===== config.mk =====
export PLATFORM = sky130hd
export DESIGN_NAME = cordic_iter_ctrl
export DESIGN_NICKNAME = d
export VERILOG_FILES = /design/src/rtl/cordic_pkg.sv /design/src/rtl/cordic_iter_rot.sv /design/src/rtl/cordic_iter_ctrl.sv
export SDC_FILE = /design/constraint.sdc
export NUM_CORES = 1
export LEC_CHECK = 0
export ABC_CLOCK_PERIOD_IN_PS = 11000
export CORE_MARGIN = 2
export CORE_UTILIZATION = 55
export CTS_BUF_LIST = sky130_fd_sc_hd__clkbuf_2 sky130_fd_sc_hd__clkbuf_4 sky130_fd_sc_hd__clkbuf_8
export DETAILED_ROUTE_END_ITERATION = 10
export PLACE_DENSITY = 0.77
export SKIP_LAST_GASP = 1
export SYNTH_ARGS = -nofsm -noshare
export SYNTH_HDL_FRONTEND = slang
export SYNTH_SLANG_ARGS = --single-unit

===== constraint.sdc =====
create_clock -name clk -period 11 [get_ports clk]
set_input_delay 2.2 -clock clk [delete_from_list [all_inputs] [get_ports clk]]
set_output_delay 2.2 -clock clk [all_outputs]
set_load 0.02 [all_outputs]

===== src/rtl/cordic_pkg.sv =====
// Shared constants for the iterative CORDIC engine: arctangent table, phase
// constants, controller state encoding and gain-compensation shift list.
package cordic_pkg;

  localparam logic [31:0] PHASE_90  = 32'h4000_0000;
  localparam logic [31:0] PHASE_180 = 32'h8000_0000;

  // K ~= 2^-1 + 2^-3 - 2^-6 - 2^-9
  localparam int K_SHIFT_A = 1;
  localparam int K_SHIFT_B = 3;
  localparam int K_SHIFT_C = 6;
  localparam int K_SHIFT_D = 9;

  typedef enum logic [2:0] {
    ST_IDLE = 3'd0,
    ST_LOAD = 3'd1,
    ST_ITER = 3'd2,
    ST_GAIN = 3'd3,
    ST_DONE = 3'd4
  } cordic_state_e;

  // atan(2^-i) scaled so that 2^32 = 360 degrees
  function automatic logic [31:0] atan_entry(input logic [4:0] idx);
    case (idx)
      5'd0:    atan_entry = 32'h2000_0000;
      5'd1:    atan_entry = 32'h12E4_051E;
      5'd2:    atan_entry = 32'h09FB_385B;
      5'd3:    atan_entry = 32'h0511_11D4;
      5'd4:    atan_entry = 32'h028B_0D43;
      5'd5:    atan_entry = 32'h0145_D7E1;
      5'd6:    atan_entry = 32'h00A2_F61E;
      5'd7:    atan_entry = 32'h0051_7C55;
      5'd8:    atan_entry = 32'h0028_BE53;
      5'd9:    atan_entry = 32'h0014_5F2F;
      5'd10:   atan_entry = 32'h000A_2F98;
      5'd11:   atan_entry = 32'h0005_17CC;
      5'd12:   atan_entry = 32'h0002_8BE6;
      5'd13:   atan_entry = 32'h0001_45F3;
      5'd14:   atan_entry = 32'h0000_A2FA;
      5'd15:   atan_entry = 32'h0000_517D;
      5'd16:   atan_entry = 32'h0000_28BE;
      5'd17:   atan_entry = 32'h0000_145F;
      5'd18:   atan_entry = 32'h0000_0A30;
      5'd19:   atan_entry = 32'h0000_0518;
      5'd20:   atan_entry = 32'h0000_028C;
      5'd21:   atan_entry = 32'h0000_0146;
      5'd22:   atan_entry = 32'h0000_00A3;
      5'd23:   atan_entry = 32'h0000_0051;
      5'd24:   atan_entry = 32'h0000_0029;
      5'd25:   atan_entry = 32'h0000_0014;
      5'd26:   atan_entry = 32'h0000_000A;
      5'd27:   atan_entry = 32'h0000_0005;
      5'd28:   atan_entry = 32'h0000_0003;
      5'd29:   atan_entry = 32'h0000_0001;
      5'd30:   atan_entry = 32'h0000_0001;
      default: atan_entry = 32'h0000_0000;
    endcase
  endfunction

endpackage


===== src/rtl/cordic_iter_rot.sv =====
// One combinational CORDIC micro-rotation with a runtime shift amount;
// direction is taken from the sign of the residual phase.
module cordic_iter_rot
  import cordic_pkg::*;
#(
  parameter int W = 11
) (
  input  logic [W-1:0] x_cur,
  input  logic [W-1:0] y_cur,
  input  logic [31:0]  phase_cur,
  input  logic [4:0]   shift,
  output logic [W-1:0] x_nxt,
  output logic [W-1:0] y_nxt,
  output logic [31:0]  phase_nxt
);

  logic [W-1:0] x_sh_s;
  logic [W-1:0] y_sh_s;
  logic [31:0]  atan_s;

  // Shift-add rotation; both updates use the pre-rotation x and y
  always_comb begin
    x_sh_s = $signed(x_cur) >>> shift;
    y_sh_s = $signed(y_cur) >>> shift;
    atan_s = atan_entry(shift);
    if (phase_cur[31] == 1'b0) begin
      x_nxt     = x_cur - y_sh_s;
      y_nxt     = y_cur + x_sh_s;
      phase_nxt = phase_cur - atan_s;
    end else begin
      x_nxt     = x_cur + y_sh_s;
      y_nxt     = y_cur - x_sh_s;
      phase_nxt = phase_cur + atan_s;
    end
  end

endmodule


===== src/rtl/cordic_iter_ctrl.sv =====
// Iterative CORDIC rotation engine: FSM reuses one micro-rotation stage ITERS times.
// Define CORDIC_GAIN_COMP_EN to add a gain-compensation cycle before saturation.
module cordic_iter_ctrl
  import cordic_pkg::*;
#(
  parameter int DATA_W  = 9,
  parameter int PHASE_W = 32,
  parameter int ITERS   = 16,
  parameter int GUARD   = 2
) (
  input  logic               clk,
  input  logic               rst_n,
  input  logic               in_valid,
  output logic               in_ready,
  input  logic [DATA_W-1:0]  x_in,
  input  logic [DATA_W-1:0]  y_in,
  input  logic [PHASE_W-1:0] phase_in,
  output logic               out_valid,
  input  logic               out_ready,
  output logic [DATA_W-1:0]  x_out,
  output logic [DATA_W-1:0]  y_out,
  output logic [PHASE_W-1:0] phase_res,
  output logic               busy
);

  localparam int W = DATA_W + GUARD;

  cordic_state_e      state_r;
  cordic_state_e      state_nxt_s;
  logic [4:0]         cnt_r;
  logic [W-1:0]       x_r;
  logic [W-1:0]       y_r;
  logic [PHASE_W-1:0] phase_r;
  logic [W-1:0]       x_rot_s;
  logic [W-1:0]       y_rot_s;
  logic [PHASE_W-1:0] phase_rot_s;
  logic [DATA_W-1:0]  x_out_r;
  logic [DATA_W-1:0]  y_out_r;
  logic [PHASE_W-1:0] phase_res_r;
  logic               out_valid_r;
  logic               in_ready_r;
  logic               busy_r;
  logic               last_iter_s;

  function automatic logic [DATA_W-1:0] sat_data(input logic [W-1:0] v);
    logic [W-DATA_W:0] top_bits;
    top_bits = v[W-1:DATA_W-1];
    if ((&top_bits) || !(|top_bits)) begin
      sat_data = v[DATA_W-1:0];
    end else if (v[W-1]) begin
      sat_data = {1'b1, {(DATA_W-1){1'b0}}};
    end else begin
      sat_data = {1'b0, {(DATA_W-1){1'b1}}};
    end
  endfunction

`ifdef CORDIC_GAIN_COMP_EN
  function automatic logic [W-1:0] gain_scale(input logic [W-1:0] v);
    logic [W-1:0] a, b, c, d;
    a = $signed(v) >>> K_SHIFT_A;
    b = $signed(v) >>> K_SHIFT_B;
    c = $signed(v) >>> K_SHIFT_C;
    d = $signed(v) >>> K_SHIFT_D;
    gain_scale = a + b - c - d;
  endfunction
`endif

  cordic_iter_rot #(.W(W)) u_rot (
    .x_cur     (x_r),
    .y_cur     (y_r),
    .phase_cur (phase_r),
    .shift     (cnt_r),
    .x_nxt     (x_rot_s),
    .y_nxt     (y_rot_s),
    .phase_nxt (phase_rot_s)
  );

  assign last_iter_s = (cnt_r == 5'(ITERS - 1));

  // Next-state decode
  always_comb begin
    state_nxt_s = state_r;
    case (state_r)
      ST_IDLE: begin
        if (in_valid) state_nxt_s = ST_LOAD;
        else          state_nxt_s = ST_IDLE;
      end
      ST_LOAD: state_nxt_s = ST_ITER;
      ST_ITER: begin
        if (last_iter_s) begin
`ifdef CORDIC_GAIN_COMP_EN
          state_nxt_s = ST_GAIN;
`else
          state_nxt_s = ST_DONE;
`endif
        end else begin
          state_nxt_s = ST_ITER;
        end
      end
`ifdef CORDIC_GAIN_COMP_EN
      ST_GAIN: state_nxt_s = ST_DONE;
`endif
      ST_DONE: begin
        if (out_ready) state_nxt_s = ST_IDLE;
        else           state_nxt_s = ST_DONE;
      end
      default: state_nxt_s = ST_IDLE;
    endcase
  end

  // State, handshake flags, datapath and output registers
  always_ff @(posedge clk) begin
    if (!rst_n) begin
      state_r     <= ST_IDLE;
      cnt_r       <= 5'd0;
      x_r         <= '0;
      y_r         <= '0;
      phase_r     <= '0;
      x_out_r     <= '0;
      y_out_r     <= '0;
      phase_res_r <= '0;
      out_valid_r <= 1'b0;
      in_ready_r  <= 1'b1;
      busy_r      <= 1'b0;
    end else begin
      state_r     <= state_nxt_s;
      out_valid_r <= (state_nxt_s == ST_DONE);
      in_ready_r  <= (state_nxt_s == ST_IDLE);
      busy_r      <= (state_nxt_s != ST_IDLE);
      case (state_r)
        ST_IDLE: begin
          if (in_valid) begin
            x_r     <= {{GUARD{x_in[DATA_W-1]}}, x_in};
            y_r     <= {{GUARD{y_in[DATA_W-1]}}, y_in};
            phase_r <= phase_in;
          end
          cnt_r <= 5'd0;
        end
        ST_LOAD: begin
          // Fold |angle| >= 90 deg into the convergence range by a half-turn
          if (phase_r[PHASE_W-1] ^ phase_r[PHASE_W-2]) begin
            x_r     <= -x_r;
            y_r     <= -y_r;
            phase_r <= phase_r + PHASE_180;
          end
          cnt_r <= 5'd0;
        end
        ST_ITER: begin
          x_r     <= x_rot_s;
          y_r     <= y_rot_s;
          phase_r <= phase_rot_s;
          cnt_r   <= cnt_r + 5'd1;
`ifndef CORDIC_GAIN_COMP_EN
          if (last_iter_s) begin
            x_out_r     <= sat_data(x_rot_s);
            y_out_r     <= sat_data(y_rot_s);
            phase_res_r <= phase_rot_s;
          end
`endif
        end
`ifdef CORDIC_GAIN_COMP_EN
        ST_GAIN: begin
          x_out_r     <= sat_data(gain_scale(x_r));
          y_out_r     <= sat_data(gain_scale(y_r));
          phase_res_r <= phase_r;
        end
`endif
        ST_DONE: begin
          cnt_r <= cnt_r;
        end
        default: begin
          cnt_r <= 5'd0;
        end
      endcase
    end
  end

  assign in_ready  = in_ready_r;
  assign busy      = busy_r;
  assign out_valid = out_valid_r;
  assign x_out     = x_out_r;
  assign y_out     = y_out_r;
  assign phase_res = phase_res_r;

endmodule


* Word-level counts from Yosys, hierarchy flattened
Memory sizes are Yosys's and may differ from the RTL's. A register that Yosys moved wholly into a read port is not among the register bits.
Cells that the tools add are included.
Widths: inputs -> output; s select.
** Word-level totals
- Output and inout port bits :: 53
- Bits in read-only memories :: 960
- Memories :: 1
- Bits in registers :: 115
- Input bits :: 54
- Logic and storage cells :: 69
** Memories
- (name not given) :: words 32, width 30, read ports 1, clocked after Yosys merged registers in 1, wr ports 0, RTL line cordic_pkg.sv:24 : case (idx)
** Operators by class
- Shift operators :: 2
- Reductions and logical operators :: 14
- Muxes and demuxes :: 23
- $add $sub $neg :: 10
- Bitwise operators :: 1
- Equal/unequal tests :: 7
** Operators by type and width (number)
- $mux 32 :: 3
- $pmux 32 s3 :: 1
- $mux 11 :: 6
- $pmux 11 s3 :: 2
- $mux 9 :: 4
- $add 32x32->32 :: 1
- $add 32x32->32 const B :: 1
- $sub 32x32->32 :: 1
- $add 11x11->11 :: 2
- $neg 11->11 :: 2
- $sshr 11x5->11 :: 2
- $sub 11x11->11 :: 2
- $pmux 3 s4 :: 1
- $mux 5 :: 2
- $pmux 5 s2 :: 1
- $reduce_and 3->1 :: 3
- $eq 3x3->1 const B :: 2
- $logic_not 3->1 :: 2
- $mux 3 :: 2
- $reduce_bool 3->1 :: 2
- $reduce_or 3->1 :: 2
- $add 5x1->5 const B :: 1
- $eq 5x4->1 const B :: 1
- $ne 2x2->1 const B :: 2
- other kinds (7) :: 9

* Depth between registers and ports, before layout
- Word-level depth :: 7
- Gate-level depth with buffers :: 24
- Depth with buffers taken out :: 21

* Modules after synthesis
A second synthesis with hierarchy kept.
** Second synthesis, totals
- Cell total of the unflattened synthesis :: 1398
- Area total of the unflattened synthesis :: 10627.7 µm²
** Modules (own cells, without submodules)
- cordic_iter_rot :: cells an instance 751, sequential area each 0.0 µm², area an instance 5386.4 µm², instances 1
- cordic_iter_ctrl :: cells an instance 647, sequential area each 2302.2 µm², area an instance 5241.3 µm², instances 1

* Worst setup path before layout
OpenSTA, ideal clock, no wires.
- Kind :: input port to flip-flop
- Start :: input port rst_n
- End :: register u_rot.atan_s[3] (netlist name)
- Data required time :: 10869 ps
- Stages on the path :: 11
- Arrival time :: 4191 ps
- Library setup time :: 131 ps
- Path slack :: 6678 ps
- Path through :: clkbuf_1 > nand2b_1 > nor2_1 > clkbuf_1 > inv_1 > ha_1 > clkbuf_1 > nand2_1 > o21ai_0 > a221oi_1 > o21ai_0
** On the way
- Word-level cells in the longest chain between the ends :: 1
** RTL lines
- start: declaration :: RTL line cordic_iter_ctrl.sv:12 : input logic rst_n,
- $mux 5 (no source line)
Every way passes these cells.
A chain may end at the register's enable or synchronous reset.

* Worst setup path after layout
- Start :: register cnt_r[0]
- End :: register y_out_r[6], in the netlist y_out[6]
** On the way
- Word-level cells in the longest chain between the ends :: 7
** RTL lines
- start: declaration :: RTL line cordic_iter_ctrl.sv:30 : logic [4:0] cnt_r;
- start signal: assignment :: RTL line cordic_iter_ctrl.sv:152 : cnt_r <= cnt_r + 5'd1;
- start signal: assignment :: RTL line cordic_iter_ctrl.sv:169 : cnt_r <= cnt_r;
- $sshr 11x5->11 :: RTL line cordic_iter_rot.sv:23 : x_sh_s = $signed(x_cur) >>> shift;
- $add 11x11->11 or $sub 11x11->11 (tied branches) :: RTL line cordic_iter_rot.sv:28, cordic_iter_rot.sv:32
- $mux 11 :: RTL line cordic_iter_rot.sv:26 : if (phase_cur[31] == 1'b0) begin
- $reduce_or 3->1 :: RTL line cordic_iter_ctrl.sv:48 : if ((&top_bits) || !(|top_bits)) begin
- $logic_not 1->1 :: RTL line cordic_iter_ctrl.sv:48
- $logic_or 1x1->1 :: RTL line cordic_iter_ctrl.sv:48
- $mux 9 :: RTL line cordic_iter_ctrl.sv:48
- end signal: assignment :: RTL line cordic_iter_ctrl.sv:156 : y_out_r <= sat_data(y_rot_s);
- end: declaration :: RTL line cordic_iter_ctrl.sv:38 : logic [DATA_W-1:0] y_out_r;
Several ways; a longest one is shown, not always the timed one.

==> flow_summary.json <==
{
  "min_path_cells": 2,
  "fin_crit_sh": 0.478,
  "diodes": 0,
  "fin_skew_ns": 0.0180,
  "final_cells": 1776,
  "worst-setup-path-type": "reg2reg",
  "numCtsBuffers": 17,
  "synth_edf_count": 0,
  "grt_max_degree": 83,
  "final.setup.tns_ns": 0,
  "postSynthCellCount": 1457,
  "rsz0062_at_grt": "false",
  "netlist.area_leader.share": 0.261,
  "use_met2": 0.449,
  "drc_errors": 0,
  "yosys-top-cells-count": "nor2_1, nand2_1, dfxtp_1, a21oi_1, o21ai_0",
  "path_clk_slew_ns": 0.10,
  "clk_latency_ns": 0.48,
  "fmax_mhz": 190,
  "drv_slew": 0,
  "synth-xor-area-share": 0.0834,
  "synthMuxAreaShare": 0.0415,
  "initial_utilization": 0.555,
  "place_ws_ns": 5.86,
  "power_switching_w": 0.000859,
  "clockBufferDepth": 2,
  "area_growth_pct": 13.4,
  "gr-total-overflow": 0,
  "track_usage": 0.305,
  "place_congestion": 0.986,
  "cts-root-buf": "clkbuf_8",
  "first_global_vias": 9977,
  "clkPwrFrac": 0.229,
  "post-dp-hpwl_um": 24500,
  "coreArea_um2": 20000,
  "pin_count": 107,
  "dr.pass1.iters": 6,
  "ys_ff_latch": 145,
  "crit_arrival_ns": 5.67,
  "ys_top_cells_by_area": "dfxtp_1, ha_1, a21oi_1",
  "ctsHtreeMaxLevel": 4,
  "synth_area_per_cell_um2": 7.64,
  "p_leak_nw": 5.26,
  "die_area_um2": 21400,
  "use_met1": 0.446,
  "cts_tree": "done",
  "drive_gt1_frac": 0.0604,
  "finalCriticalPeriod_ns": 5.26,
  "hold_slack_ns": 0.461,
  "cts_hold_buf": 0,
  "dp_cells": 1744,
  "synth-simple-area-share": 0.202,
  "ys_seq_area_frac": 0.261,
  "yosysWarnings": 0,
  "rows": 52,
  "r2r_cells": 18,
  "p_sw_frac": 0.440,
  "hp-class": "reg2reg",
  "viasPerCell": 6.23,
  "yosysTopAreaCell": "dfxtp_1",
  "required_ns": 11.41,
  "syn-cell-area_um2": 11100,
  "worst_pin_slew_ns": 0.955,
  "antenna_found_initial": 0,
  "netlist-cell-type-count": 79,
  "vias": 11073,
  "synth_nets": 1581,
  "worstSetupEndpointType": "flop",
  "cts_sinks": 145,
  "grt_pass1_wl_um": 52900,
  "cts_setup_buffers": 0,
  "ant_nets": 0,
  "max_cap_viol_count": 0,
  "setup_violations": 0,
  "post_cts_resize_count": 0,
  "combinationalPowerShare": 0.461,
  "io_buffer_count": 106,
  "synth_ff_type": "dfxtp_1",
  "die_y_um": 146,
  "setup_ws_ns": 5.74,
  "power.density_nw_per_um2": 155,
  "met3_usage": 0.0678,
  "final_hold_viol_count": 0,
  "startpoint_type": "flop",
  "synth_compound_area_frac": 0.278,
  "wl_per_cell_um": 18.8,
  "power_frac_seq": 0.310,
  "outcome": "completed",
  "synth_top_family_by_area": "compound AO/OA/AOI/OAI gates",
  "peakVddDrop_uv": 91.1,
  "die_x_um": 146,
  "slew_headroom": 0.363,
  "synthAdderAreaFrac": 0.0807,
  "drt-total-wl_um": 33400,
  "drt_iter0_drc": 978,
  "yosysMostFrequentCell": "nor2_1",
  "path_max_fanout": 29,
  "nets": 1617,
  "busiest_layer": "met2",
  "intPower_w": 0.00109,
  "ys_async_sr_fraction": 0
}
per-layer routing:
layer | part of all wire | vias up
li1 | - | 5327
met1 | 0.47 | 5213
met2 | 0.43 | 483
met3 | 0.082 | 50
met4 | 0.021 | 0
met5 | 0 | -
worst paths after layout:
path | startpoint | endpoint | slack (ns)
worst max-delay path | cnt_r[0]$_SDFFE_PN0N_ | y_out[6]$_SDFFE_PN0P_ | 5.74
worst min register to register | phase_res[21]$_SDFFE_PN0P_ | phase_res[21]$_SDFFE_PN0P_ | 0.46
worst max register to register | cnt_r[0]$_SDFFE_PN0N_ | y_out[6]$_SDFFE_PN0P_ | 5.74
worst min-delay path | phase_res[21]$_SDFFE_PN0P_ | phase_res[21]$_SDFFE_PN0P_ | 0.46
critical path: stages, from the launching register on:
cell and delay [ns]:
dfxtp_1 0.31, buf_4 0.34, clkinv_1 0.32, and2_1 0.22
o311a_1 0.29, a211o_1 0.30, and2_1 0.16, ha_1 0.21
nor2_1 0.12, xor2_1 0.18, ha_1 0.30, nor2b_1 0.15
o21ai_0 0.20, a21oi_1 0.12, o41ai_1 0.51, o21ai_0 0.27
xnor2_1 0.74, o21ai_0 0.25, a21oi_1 0.19
cell type report:
cell class                      instances  area, um^2
Multi-Input combinational cell       1168        7650
Fill cell                            1800        7420
Sequential cell                       145        2900
Timing Repair Buffer                  118        1150
Tap cell                              270         338
Clock buffer                           17         234
Clock inverter                         15         188
Inverter                               43         161
per-stage QoR:
stage          utilization  area [um^2]  total power (W)
2_1_floorplan            -        11100          0.00125
3_3_place_gp         0.609        12200          0.00147
3_5_place_dp         0.609        12200          0.00148
4_1_cts              0.630        12600          0.00193
5_1_grt              0.630        12600          0.00207
6_report             0.630        12600          0.00195
power by group through the flow:
stage	clock, W	sequential (W)	combinational, W
after floorplan	0	0.000585	0.000670
after global placement	0	0.000613	0.000855
after detailed placement	0	0.000613	0.000870
after CTS	0.000453	0.000601	0.000877
after global routing	0.000474	0.000608	0.000984
final	0.000446	0.000605	0.000900
state kept, by name, summed over array words and instances, names as in the netlist:
| register | cells |
|---|---|
| busy | 1 |
| x_r | 11 |
| out_valid | 1 |
| phase_res | 32 |
| phase_r | 32 |
| in_ready | 1 |
| cnt_r | 5 |
| x_out | 9 |
| y_out | 9 |
| u_rot.atan_s | 30 |
| state_r | 3 |
| y_r | 11 |
cells in the final DEF (no fill, tap or decap), drive strengths merged, types with 10 or more instances in the layout:
cell type	n
nor2	152
nand2	150
dfxtp	145
a21oi	143
o21ai	127
clkdlybuf4s50	105
ha	67
xor2	60
inv	50
xnor2	46
a221oi	35
nor3	30
nand3	30
mux2i	21
and2	20
a31oi	19
o211a	18
o21bai	17
clkbuf	17
o211ai	15
a21o	15
nor3b	15
a21boi	15
nor2b	14
buf	13
nand2b	12
and3	10
o22ai	10
o21a	10
kinds of logic (layout without fill, tap and decap cells):
logic type / after synthesis / in the layout
xor gates and xnor gates: 106 / 106
AOI/OAI and AO/OA: 482 / 482
buffers and inverters: 144 / 193
DFF: 145 / 145
muxes: 35 / 35
adders and majority gates: 70 / 70
and+or+nand+nor: 475 / 475
Power figures use the tool's default switching activity.
